<file path="src/rtl/morse_keyer_pkg.sv">
// Shared Morse keyer types: FSM encodings, element/gap lengths in units, and the ROM entry layout.
// Unit lengths are stored as units-1 in the keyer's 2-bit unit counter.
package morse_keyer_pkg;

  localparam logic [1:0] ST_IDLE = 2'd0;
  localparam logic [1:0] ST_MARK = 2'd1;
  localparam logic [1:0] ST_GAP  = 2'd2;

  localparam int DOT_UNITS  = 1;
  localparam int DASH_UNITS = 3;
  localparam int ELEM_GAP   = 1;
  localparam int CHAR_GAP   = 3;
  localparam int WORD_EXTRA = 4;

  // pattern: 1 = dash, 0 = dot; first element sent is pattern[len-1]
  typedef struct packed {
    logic       valid;
    logic       is_space;
    logic [2:0] len;
    logic [4:0] pattern;
  } rom_entry_t;

  function automatic logic [1:0] units_m1(input int units);
    return 2'(units - 1);
  endfunction

  function automatic rom_entry_t sym(input logic [2:0] l, input logic [4:0] p);
    rom_entry_t e;
    e.valid    = 1'b1;
    e.is_space = 1'b0;
    e.len      = l;
    e.pattern  = p;
    return e;
  endfunction

endpackage

</file>
<file path="src/rtl/morse_keyer_rom.sv">
// Combinational ASCII to Morse lookup (A-Z case-folded, 0-9, space); zero latency, no backpressure.
// Any other code returns valid=0 so the keyer drops it.
module morse_keyer_rom
  import morse_keyer_pkg::*;
(
  input  logic [7:0] ascii,
  output rom_entry_t entry
);

  logic [7:0] folded;

  assign folded = (ascii >= 8'h61 && ascii <= 8'h7A) ? ascii - 8'h20 : ascii;

  always_comb begin
    entry = '0;
    case (folded)
      8'h20: begin
        entry.valid    = 1'b1;
        entry.is_space = 1'b1;
      end
      8'h41: entry = sym(3'd2, 5'b00001); // A .-
      8'h42: entry = sym(3'd4, 5'b01000); // B -...
      8'h43: entry = sym(3'd4, 5'b01010);
      8'h44: entry = sym(3'd3, 5'b00100);
      8'h45: entry = sym(3'd1, 5'b00000);
      8'h46: entry = sym(3'd4, 5'b00010);
      8'h47: entry = sym(3'd3, 5'b00110);
      8'h48: entry = sym(3'd4, 5'b00000);
      8'h49: entry = sym(3'd2, 5'b00000);
      8'h4A: entry = sym(3'd4, 5'b00111);
      8'h4B: entry = sym(3'd3, 5'b00101);
      8'h4C: entry = sym(3'd4, 5'b00100);
      8'h4D: entry = sym(3'd2, 5'b00011);
      8'h4E: entry = sym(3'd2, 5'b00010);
      8'h4F: entry = sym(3'd3, 5'b00111);
      8'h50: entry = sym(3'd4, 5'b00110);
      8'h51: entry = sym(3'd4, 5'b01101);
      8'h52: entry = sym(3'd3, 5'b00010);
      8'h53: entry = sym(3'd3, 5'b00000);
      8'h54: entry = sym(3'd1, 5'b00001);
      8'h55: entry = sym(3'd3, 5'b00001);
      8'h56: entry = sym(3'd4, 5'b00001);
      8'h57: entry = sym(3'd3, 5'b00011);
      8'h58: entry = sym(3'd4, 5'b01001);
      8'h59: entry = sym(3'd4, 5'b01011);
      8'h5A: entry = sym(3'd4, 5'b01100);
      8'h30: entry = sym(3'd5, 5'b11111); // 0 -----
      8'h31: entry = sym(3'd5, 5'b01111);
      8'h32: entry = sym(3'd5, 5'b00111);
      8'h33: entry = sym(3'd5, 5'b00011);
      8'h34: entry = sym(3'd5, 5'b00001);
      8'h35: entry = sym(3'd5, 5'b00000);
      8'h36: entry = sym(3'd5, 5'b10000);
      8'h37: entry = sym(3'd5, 5'b11000);
      8'h38: entry = sym(3'd5, 5'b11100);
      8'h39: entry = sym(3'd5, 5'b11110);
      default: entry = '0;
    endcase
  end

endmodule

</file>
<file path="src/rtl/morse_keyer.sv">
// ASCII to Morse on/off keying at DOT_CYCLES clocks per unit; key rises the cycle after a transfer.
// char_ready is low for the whole character (marks, gaps, trailing gap); abort/rst return to IDLE next cycle.
module morse_keyer
  import morse_keyer_pkg::*;
#(
  parameter int DOT_CYCLES = 2160000
) (
  input  logic       clk,
  input  logic       rst,
  input  logic [7:0] char_data,
  input  logic       char_valid,
  output logic       char_ready,
  input  logic       abort,
  output logic       key,
  output logic       busy
);

  localparam int CW = $clog2(DOT_CYCLES);
  localparam logic [CW-1:0] CYC_LAST = CW'(DOT_CYCLES - 1);

  logic [1:0]    state, state_n;
  logic [CW-1:0] cyc_cnt, cyc_cnt_n;
  logic [1:0]    unit_cnt, unit_cnt_n;
  logic [2:0]    elem_cnt, elem_cnt_n;
  logic [4:0]    shreg, shreg_n;
  logic [4:0]    aligned;
  logic          key_n;
  logic          take;
  logic          unit_wrap;
  logic          phase_end;
  rom_entry_t    rom;

  morse_keyer_rom u_rom (
    .ascii (char_data),
    .entry (rom)
  );

  assign char_ready = (state == ST_IDLE) & ~rst;
  assign busy       = (state != ST_IDLE);
  assign take       = char_valid & char_ready;
  assign unit_wrap  = (cyc_cnt == CYC_LAST);
  assign phase_end  = unit_wrap && (unit_cnt == 2'd0);
  // first element moved to bit 4 so the shift register always presents the next element at its MSB
  assign aligned    = rom.pattern << (3'd5 - rom.len);

  always_comb begin
    state_n    = state;
    unit_cnt_n = unit_cnt;
    elem_cnt_n = elem_cnt;
    shreg_n    = shreg;
    cyc_cnt_n  = (state == ST_IDLE || unit_wrap) ? '0 : cyc_cnt + 1'b1;

    if (state != ST_IDLE && unit_wrap && unit_cnt != 2'd0)
      unit_cnt_n = unit_cnt - 2'd1;

    case (state)
      ST_IDLE: begin
        if (take && rom.valid) begin
          if (rom.is_space) begin
            state_n    = ST_GAP;
            unit_cnt_n = units_m1(WORD_EXTRA);
            elem_cnt_n = 3'd0;
          end else begin
            state_n    = ST_MARK;
            unit_cnt_n = aligned[4] ? units_m1(DASH_UNITS) : units_m1(DOT_UNITS);
            elem_cnt_n = rom.len;
            shreg_n    = aligned << 1;
          end
        end
      end
      ST_MARK: begin
        if (phase_end) begin
          state_n    = ST_GAP;
          elem_cnt_n = elem_cnt - 3'd1;
          unit_cnt_n = (elem_cnt != 3'd1) ? units_m1(ELEM_GAP) : units_m1(CHAR_GAP);
        end
      end
      ST_GAP: begin
        if (phase_end) begin
          if (elem_cnt != 3'd0) begin
            state_n    = ST_MARK;
            unit_cnt_n = shreg[4] ? units_m1(DASH_UNITS) : units_m1(DOT_UNITS);
            shreg_n    = shreg << 1;
          end else begin
            state_n = ST_IDLE;
          end
        end
      end
      default: state_n = ST_IDLE;
    endcase

    // abort beats a same-cycle transfer: the character is discarded
    if (abort) begin
      state_n    = ST_IDLE;
      cyc_cnt_n  = '0;
      unit_cnt_n = 2'd0;
      elem_cnt_n = 3'd0;
      shreg_n    = 5'd0;
    end

    key_n = (state_n == ST_MARK);
  end

  always_ff @(posedge clk) begin
    if (rst) begin
      state    <= ST_IDLE;
      cyc_cnt  <= '0;
      unit_cnt <= 2'd0;
      elem_cnt <= 3'd0;
      shreg    <= 5'd0;
      key      <= 1'b0;
    end else begin
      state    <= state_n;
      cyc_cnt  <= cyc_cnt_n;
      unit_cnt <= unit_cnt_n;
      elem_cnt <= elem_cnt_n;
      shreg    <= shreg_n;
      key      <= key_n;
    end
  end

endmodule

</file>
<file path="config.mk">
export PLATFORM = sky130hd
export DESIGN_NAME = morse_keyer
export DESIGN_NICKNAME = d
export VERILOG_FILES = /design/src/rtl/morse_keyer_pkg.sv /design/src/rtl/morse_keyer_rom.sv /design/src/rtl/morse_keyer.sv
export SDC_FILE = /design/constraint.sdc
export NUM_CORES = 1
export LEC_CHECK = 0
export ABC_CLOCK_PERIOD_IN_PS = 2900
export BUFFER_PORTS_ARGS = -buffer_cell sky130_fd_sc_hd__buf_2
export CAP_MARGIN = 40
export CORE_UTILIZATION = 55
export CTS_CLUSTER_DIAMETER = 60
export CTS_CLUSTER_SIZE = 14
export DETAILED_ROUTE_END_ITERATION = 7
export PLACE_DENSITY = 0.8
export RECOVER_POWER = 100
export SYNTH_ARGS = -nofsm -noshare
export SYNTH_HDL_FRONTEND = slang
export SYNTH_HIERARCHICAL = 1
export SYNTH_SLANG_ARGS = --single-unit
</file>
<file path="constraint.sdc">
create_clock -name clk -period 2.9 [get_ports clk]
set_input_delay 0.58 -clock clk [delete_from_list [all_inputs] [get_ports clk]]
set_output_delay 0.58 -clock clk [all_outputs]
set_load 0.005 [all_outputs]
</file>
[Yosys cells after proc, flatten, opt, wreduce, memory -nomap -nowiden]
Cells that the tools add are included.
Cells by class
  add/sub/neg operators: 5
  multiply operators: 0
  div/mod/pow operators: 0
  magnitude comparators: 2
  equality and inequality tests: 47
  shift-type cells: 1
  mux-type cells: 29
  bitwise operators: 3
  reduce and logical (&&, ||, !) cells: 18
Operator list (number)
  $pmux W8 S36: 1
  $eq A8 B7 Y1 const B: 26
  $eq A8 B6 Y1 const B: 11
  $reduce_or A36 Y1: 1
  $mux W2: 14
  $add A22 B1 Y22 const B: 1
  $eq A22 B22 Y1 const B: 1
  $mux W5: 4
  $pmux W2 S3: 2
  $pmux W5 S2: 1
  $mux W3: 3
  $ge A8 B7 Y1 const B: 1
  $le A8 B7 Y1 const B: 1
  $mux W8: 1
  $ne A2 B2 Y1 const B: 4
  $reduce_bool A2 Y1: 4
  $sub A8 B6 Y8 const B: 1
  $pmux W3 S2: 1
  $logic_and A1 B1 Y1: 5
  $reduce_and A5 Y1: 1
  $shl A5 B3 Y5: 1
  $eq A2 B1 Y1 const B: 2
  $logic_not A2 Y1: 2
  $pmux W2 S2: 1
  14 further kinds: 15
Word-level totals
  flip-flop bits (word level): 35
  latch bits: 0
  RAM bits: 0
  ROM bits: 0
  memories kept: 0

[Depth between registers and ports, before layout]
Gate-level depths: netlist of the first run.
  depth in word-level cells: 11
  gate-level depth with buffers: 13
  depth with buffers taken out: 12

[Hierarchy]
Netlist of the first run, hierarchy kept.
By module, submodules not included
  morse_keyer: times used 1, cells each 226, area each 1916.8 um^2, seq. area each 680.7 um^2
  morse_keyer_rom: times used 1, cells each 119, area each 725.7 um^2, seq. area each 0.0 um^2

[Worst setup path after synthesis of the first run]
Ideal clock, no wire load.
  path kind: input port to flip-flop
  start point: input char_data[6]
  end point: register shreg[1]
  setup time: 0.070 ns
  data arrival time: 2.895 ns
  data required time: 2.830 ns
  slack: -0.065 ns
  stages on the path: 11
  buffers on the path: 0
  cells stage by stage: inv_1 > ha_1 > nor4b_1 > o211ai_1 > a21boi_1 > and4_1 > or4_1 > and3_2 > a21oi_1 > or4_1 > a21oi_1
RTL lines
  start, declared: line morse_keyer.sv:10  | input logic [7:0] char_data,
  end signal, assigned: line morse_keyer.sv:117  | shreg <= shreg_n;
  end, declared: line morse_keyer.sv:25  | logic [4:0] shreg, shreg_n;

==> impl_results.rst, run 1 <==
.. list-table::
   :header-rows: 1

   * - Metric
     - Value
   * - Run status
     - complete, but fails checks
   * - Violations in the final reports
     - design-rule violations
   * - Remaining max-slew budget at the tightest pin
     - 0.411
   * - Top-level I/O count
     - 15
   * - Tightest Pin Transition
     - a little under 0.9 ns
   * - F_max
     - 0.346 GHz
   * - CP Class
     - primary input to flop
   * - Vias
     - between 2000 and 3000
   * - Final antenna-violating net count
     - 0
   * - Hold Path Class
     - flop to flop
   * - Core region area
     - roughly 0.0045 mm^2
   * - I/O Buffers
     - 14
   * - Fin Setup TNS
     - 0 ns
   * - Leak Pwr
     - around 1.2 nW
   * - Syn Nets
     - roughly 360
   * - Later-pin clock latency in the skew report
     - just under 0.3 ns
   * - Cts bufs inserted
     - 5
   * - Number of nets at the end of the flow
     - 404
   * - Post-Synthesis Cells
     - between 300 and 400
   * - Power per standard cell area
     - roughly 350 mW/mm^2
   * - Number of vias per cell after detailed routing
     - 6.16
   * - Die boundary width
     - roughly 71 um
   * - First drt pass iteration count
     - 6
   * - Most common flop cell mapped by yosys
     - dfxtp_1
   * - Fraction of final layout cells sized beyond drive strength 1
     - 0.225
   * - Number of cells after detailed placement
     - 430
   * - Period minus WS final
     - 2.89 ns
   * - H-Tree Depth
     - 2
   * - Hold Path Origin
     - cyc_cnt[0]
   * - Final hold vios
     - 0
   * - Number of antenna violations at the first check in global routing
     - 0
   * - Synthesized area divided by synthesized cell count
     - 7.66 um^2
   * - Standard-cell row count
     - 24
   * - DRC violations left
     - 1
   * - Fraction of the yosys area taken by sequential cells
     - 0.258
   * - Worst setup slack after layout
     - 0.0110 ns
   * - DP Wirelength
     - a little under 5000 um
   * - DRT Wirelength
     - 6710 um
   * - Post-route cell area
     - ~0.0031 mm^2
   * - Smallest hold slack
     - roughly 0.47 ns
   * - Number of maximum-capacitance constraint violations
     - 0
   * - Non-filler cells, final
     - ~440
   * - Most frequent cells in the layout
     - 47 x nor2_1, 35 x buf_4, 34 x dfxtp_1
   * - Worst ir drop on vdd
     - ~0.26 mV
   * - Inserted Diodes
     - 0
   * - Final standard cell utilization of the core
     - 0.695
   * - Die outline area
     - approximately 0.0051 mm^2
   * - Leading cell type in the layout, fill and taps excluded
     - nor2_1
   * - Netlist area before placement
     - 0.00264 mm^2
   * - Flip-flop and latch count after synthesis
     - 34
   * - Cell type with the largest total area after synthesis
     - dfxtp_1
   * - Number of sinks driven by the clock tree
     - 34
   * - Ys Warns
     - 6
   * - Crit path max fanout
     - 5
   * - Signed area change from the synthesized netlist to the final layout
     - 17.7%
   * - Setup repair after global routing missed its margin
     - true
   * - Setup crit start kind
     - primary input
   * - Largest net degree at the start of global routing
     - 26
   * - Final weighted congestion in routability-driven placement
     - 0.947
   * - Post-synth ARST share
     - 0
   * - Starting utilization of the core area
     - 0.591
   * - Die Y-Extent
     - just over 70 um
   * - Vias in the first global route
     - between 2000 and 3000
   * - Routed length per instance
     - 15.3 um
   * - Number of enable flip-flop cells after synthesis
     - 0
   * - CTS Root Buffer Type
     - clkbuf_8
   * - Proportion of netlist area held by the largest area contributor
     - 0.258
   * - Total global routing track utilization
     - 0.277
   * - Filler cells
     - about 380
   * - Top cells by area in the synthesized netlist
     - dfxtp_1 26%, nor2_1 6.7%, nand2_1 4.0%
   * - CTS tree
     - done
   * - Worst clock skew on the final layout
     - between 0.003 and 0.004 ns
   * - Start point of the critical path
     - char_data[5]
   * - Total placed instance area
     - between 0.002 and 0.003 mm^2
   * - Library cells used by synthesis
     - 72
   * - Buffer levels on the longest clock path
     - 2
   * - First-iteration detailed-routing DRC count
     - 200
   * - Final setup violation count
     - 0
   * - Max Slew Vio Count
     - 0
   * - Overall power after layout
     - ~1.1 mW
   * - Required time worst endpoint
     - around 3.1 ns
   * - Startpoint of the worst register-to-register path
     - cyc_cnt[0]
   * - Pre-CTS setup slack
     - -0.228 ns
   * - Clock input transition at the sequential cells of the worst setup and hold paths
     - 0.07 ns
   * - Crit path DAT
     - 3.11 ns
   * - Worst Setup End Kind
     - flop
   * - Wire length of the first global-routing pass
     - 11400 um
   * - Total congestion overflow after global routing
     - 0
   * - Ratio of final minimum period to clock period
     - 0.996
[cell usage after synthesis (5+ instances only)]
master,n
ha_1,6
o21ai_0,14
inv_1,16
nand2b_1,13
nor2_1,47
xor2_1,12
nand2_1,28
dfxtp_1,34
nor2b_1,6
a21oi_1,17
nand4_1,9
a31oi_1,5
mux2_2,5
xnor2_1,9
nand3_1,13
buf_2,5
[worst max-delay path, cell delays in order]
cell,delay (ns)
buf_2,0.09
inv_1,0.04
ha_1,0.31
nor4b_4,0.27
o211a_1,0.23
o21ai_2,0.08
buf_4,0.17
a21oi_1,0.17
or4_1,0.15
and3_2,0.21
a21oi_1,0.11
or4_4,0.55
a21oi_2,0.15
[layer usage]
layer / wire length [um] / global-route usage / up-vias
li1: - / - / 1329
met1: 3120 / 0.376 / 1258
met2: 3080 / 0.446 / 89
met3: 340 / 0.0422 / 21
met4: 170 / 0.104 / 0
met5: 0 / 0 / -
[what timing repair did]
action	4_1_cts	5_1_grt
hold buffers	0	0
setup buffers	0	1
setup endpoints to repair	0	5
resized for setup	0	10
[logic make-up after synthesis]
kind of cell               Yosys count  share of synthesized area
and+or+nand+nor                    153                      0.312
AOI/OAI and AO/OA                   88                      0.235
buffers and inverters               34                     0.0611
DFF                                 34                      0.258
xor gates and xnor gates            21                     0.0696
muxes                                9                     0.0365
adders and majority gates            6                     0.0284
[state kept, by name, indices dropped and copies added (netlist names)]
name / cells
cyc_cnt: 22
elem_cnt: 3
key: 1
shreg: 4
state: 2
unit_cnt: 2
[where the power goes]
group	leakage, nW	total [mW]	internal (mW)	switching (mW)
registers	0.274	0.468	0.468	0.000770
logic	0.830	0.172	0.0778	0.0942
clock network	0.0573	0.450	0.275	0.176
total	1.16	1.09	0.820	0.271
[final timing paths]
path | end | slack [ns] | depth (start not counted)
worst max register to register | shreg[1] | 0.21 | 6
worst max-delay path | shreg[1] | 0.01 | 13
worst min register to register | cyc_cnt[0] | 0.47 | 1
worst min-delay path | cyc_cnt[0] | 0.47 | 1
[final cells by class]
type                       instances  area, um^2  area share
clock inverter                     1        30.0     0.00966
timing repair buffer              51         357       0.115
sequential                        34         681       0.219
tap                               52        65.1      0.0209
inverter                          17        63.8      0.0205
clock buffer                       6        82.6      0.0266
multi-input combinational        277        1830       0.589
(Power assumes the default switching activity.)
==> inputs of run 2 (changes only) <==
ABC_AREA = 1   (was unset)
BUFFER_PORTS_ARGS = -buffer_cell sky130_fd_sc_hd__clkbuf_2   (was -buffer_cell sky130_fd_sc_hd__buf_2)
==> impl_results.rst, run 2 <==
.. list-table::
   :header-rows: 1

   * - Metric
     - Value
   * - Run status
     - finished clean
   * - Power per standard cell area
     - 359 mW/mm^2
   * - Post-Synthesis Cells
     - 450
   * - Total congestion overflow after global routing
     - 0
   * - Top cells by area in the synthesized netlist
     - dfxtp_1 24%, nand2_1 12%, nor2_1 9.3%
   * - Wire length of the first global-routing pass
     - around 12000 um
   * - Total area of sequential cells
     - between 600 and 700 um^2
   * - Routed length per instance
     - 12.6 um
   * - Start point of the critical path
     - char_data[2]
   * - Number of vias per cell after detailed routing
     - 5.44
   * - Netlist area before placement
     - approximately 0.0029 mm^2
   * - Area of the multi-input gates
     - ~0.0019 mm^2
   * - Ratio of final minimum period to clock period
     - 0.930
   * - Simple-Gate Fraction of Synth Area
     - 0.471
   * - Post-synthesis xor/xnor area fraction
     - 0.0214
   * - Fraction of the yosys area taken by sequential cells
     - 0.237
   * - Worst setup slack after layout
     - 0.204 ns
   * - Signed area change from the synthesized netlist to the final layout
     - 16.0%
   * - Buffer and inverter count on the worst path
     - 3
   * - Number of enable flip-flop cells after synthesis
     - 0
   * - DRT Wirelength
     - between 7000 and 8000 um
   * - Buffer levels on the longest clock path
     - 2
   * - Startpoint of the worst register-to-register path
     - cyc_cnt[0]
   * - Global routing met2 resource utilization
     - 0.481
   * - Compound-gate portion of the synthesized area
     - 0.146
   * - Standard-cell row count
     - 25
   * - Total global routing track utilization
     - 0.279
   * - Final hold vios
     - 0
   * - Cts bufs inserted
     - 5
   * - Post-route cell area
     - about 0.0033 mm^2
   * - Main combinational cell family by area after synthesis
     - simple AND/OR/NAND/NOR gates
   * - Crit path DAT
     - about 2.9 ns
   * - Die outline area
     - around 0.0055 mm^2
   * - DRC violations left
     - 0
   * - Number of antenna violations at the first check in global routing
     - 0
   * - Top-level I/O count
     - 15
   * - Leading cell type in the layout, fill and taps excluded
     - nand2_1
   * - DP Wirelength
     - between 5000 and 6000 um
   * - Setup repair after global routing missed its margin
     - true
   * - Filler cells
     - about 450
   * - Inserted Diodes
     - 0
   * - First drt pass iteration count
     - 5
   * - Tightest Pin Transition
     - 0.582 ns
   * - Post-synth ARST share
     - 0
   * - Total placed instance area
     - approximately 0.0032 mm^2
   * - CP Class
     - primary input to flop
   * - Most frequent cells in the layout
     - 89 x nand2_1, 70 x nor2_1, 53 x inv_1
   * - First-iteration detailed-routing DRC count
     - around 150
   * - Final setup violation count
     - 0
   * - Leak Pwr
     - roughly 1.5 nW
   * - Vias in the first global route
     - 2957
   * - Pre-CTS setup slack
     - -0.0957 ns
   * - Final antenna-violating net count
     - 0
   * - Syn Nets
     - 468
   * - Worst clock skew on the final layout
     - between 0.005 and 0.006 ns
   * - Most common flop cell mapped by yosys
     - dfxtp_1
   * - Proportion of synthesized area in mux cells
     - 0
   * - Hold Path Class
     - flop to flop
   * - Largest registers in the final layout
     - cyc_cnt (22), shreg (4), elem_cnt (3)
   * - Hold Path Origin
     - cyc_cnt[0]
   * - Die Y-Extent
     - between 70 and 80 um
   * - Remaining max-slew budget at the tightest pin
     - 0.609
   * - Required time worst endpoint
     - between 3 and 4 ns
   * - Later-pin clock latency in the skew report
     - about 0.29 ns
   * - H-Tree Depth
     - 2
   * - Proportion of netlist area held by the largest area contributor
     - 0.237
   * - Ys Warns
     - 6
   * - Vias
     - a little over 3000
   * - Largest register by flop count
     - cyc_cnt
   * - Number of sinks driven by the clock tree
     - 34
   * - Smallest hold slack
     - 0.464 ns
   * - Worst ir drop on vdd
     - 0.197 mV
   * - Cell class contributing the biggest share of worst-path delay
     - simple AND/OR/NAND/NOR gates
   * - Cell type with the largest total area after synthesis
     - dfxtp_1
   * - Die boundary width
     - ~74 um
   * - Starting utilization of the core area
     - 0.588
   * - Crit path max fanout
     - 7
   * - Max reg flops
     - 22
   * - Clock input transition at the sequential cells of the worst setup and hold paths
     - approximately 0.070 ns
   * - Most used standard cells in the synthesized netlist
     - 90 x nand2_1, 71 x nor2_1, 52 x inv_1, 34 x dfxtp_1, 31 x nand3_1
   * - Final standard cell utilization of the core
     - 0.682
   * - F_max
     - ~0.37 GHz
   * - Arithmetic-cell share of the synthesized area counting full adders, half adders and majority gates
     - 0.0262
   * - Setup crit start kind
     - primary input
   * - I/O Buffers
     - 14
   * - Most frequent cell after synthesis
     - nand2_1
   * - Number of maximum-capacitance constraint violations
     - 0
   * - CTS tree
     - done
   * - Synthesized area divided by synthesized cell count
     - around 6.4 um^2
   * - Library cell contributing the largest single delay on the critical path
     - nor2_8
   * - Global routing's busiest layer
     - met2
   * - Flip-flop and latch count after synthesis
     - 34
   * - Period minus WS final
     - roughly 2.7 ns
   * - Number of nets at the end of the flow
     - around 500
   * - CTS Root Buffer Type
     - clkbuf_8
   * - Longest individual stage delay on the worst path
     - approximately 0.2 ns
   * - Worst Setup End Kind
     - flop
   * - Core region area
     - between 0.004 and 0.005 mm^2
   * - Final weighted congestion in routability-driven placement
     - 0.952
   * - Max Slew Vio Count
     - 0
   * - Library cells used by synthesis
     - 42
   * - Cell seen most often among critical-path stages
     - nand2_1
   * - Fraction of final layout cells sized beyond drive strength 1
     - 0.230
   * - Largest net degree at the start of global routing
     - 14
   * - Chain of cells forming the critical path
     - clkbuf_2 -> nor2_1 -> nand2_1 -> nand3_2 -> nand2_4 -> nand3_1 -> nand2_2 -> nor2_8 -> buf_4 -> nand3_1 -> nand2_1 -> nor2_1 -> nand4_1 -> nand2_1 -> nor3_4 -> nand2_1 -> inv_2 -> o211ai_1 -> nand2_1 -> nand3_1 -> nand2_1 -> nand2_1
   * - Global routing met3 resource utilization
     - 0.0569
   * - Met1 track demand over resource in global routing
     - 0.343
-- run 2: changes by cell type after synthesis, sizes merged, moves of 13 or more --
cell / previous run / this run
nand2: 28 / 105
inv: 17 / 68
nor2: 48 / 86
nand3: 13 / 38
o21ai: 16 / 34
nand2b: 13 / 0
-- run 2: repair_timing --
| action | CTS | global route |
|---|---|---|
| buffers inserted | 0 | 3 |
| endpoints found under the setup margin | 0 | 3 |
| hold buffers | 0 | 0 |
| gates resized for setup | 0 | 8 |
| hold endpoints to repair | 0 | 0 |
-- run 2: cell type report --
cell class / count / area share
tap: 67 / 0.0252
clock buffer: 6 / 0.0248
timing repair buffer: 40 / 0.0782
multi-input combinational: 344 / 0.571
clock inverter: 2 / 0.0180
inverter: 69 / 0.0782
sequential: 34 / 0.204
-- run 2: path summary, 6_finish.rpt --
path                 end  slack, ns  depth (start not counted)
min reg2reg   cyc_cnt[0]       0.46                          1
min           cyc_cnt[0]       0.46                          1
max reg2reg  cyc_cnt[20]       0.55                          8
max          unit_cnt[1]       0.20                         22
-- run 2: per-stage QoR --
step / std cells / setup TNS [ns] / total power, mW
floorplan: 450 / 0 / 0.593
global placement: 551 / -0.0405 / 0.643
detailed placement: 551 / -0.149 / 0.646
CTS: 559 / 0 / 1.19
global route: 562 / -0.0467 / 1.24
finish: 562 / 0 / 1.20
-- run 2: cell families (layout without fill, tap and decap cells) --
logic type / Yosys count / count (layout)
AND/OR/NAND/NOR: 259 / 259
AO/OA/AOI/OAI: 72 / 72
buffers and inverters: 72 / 117
flip-flops: 34 / 34
XOR/XNOR: 7 / 7
adder cells (fa/ha/maj): 6 / 6
-- run 2: power by group --
group | internal (mW) | switching [mW]
Sequential | 0.468 | 0.00120
Clock | 0.367 | 0.185
Combinational | 0.0637 | 0.110
-- run 2: layer usage --
layer  routed length (um)  part of all wire
met1                 3150              0.45
met3                  348             0.049
met4                  112             0.016
met5                    0                 0
met2                 3460              0.49
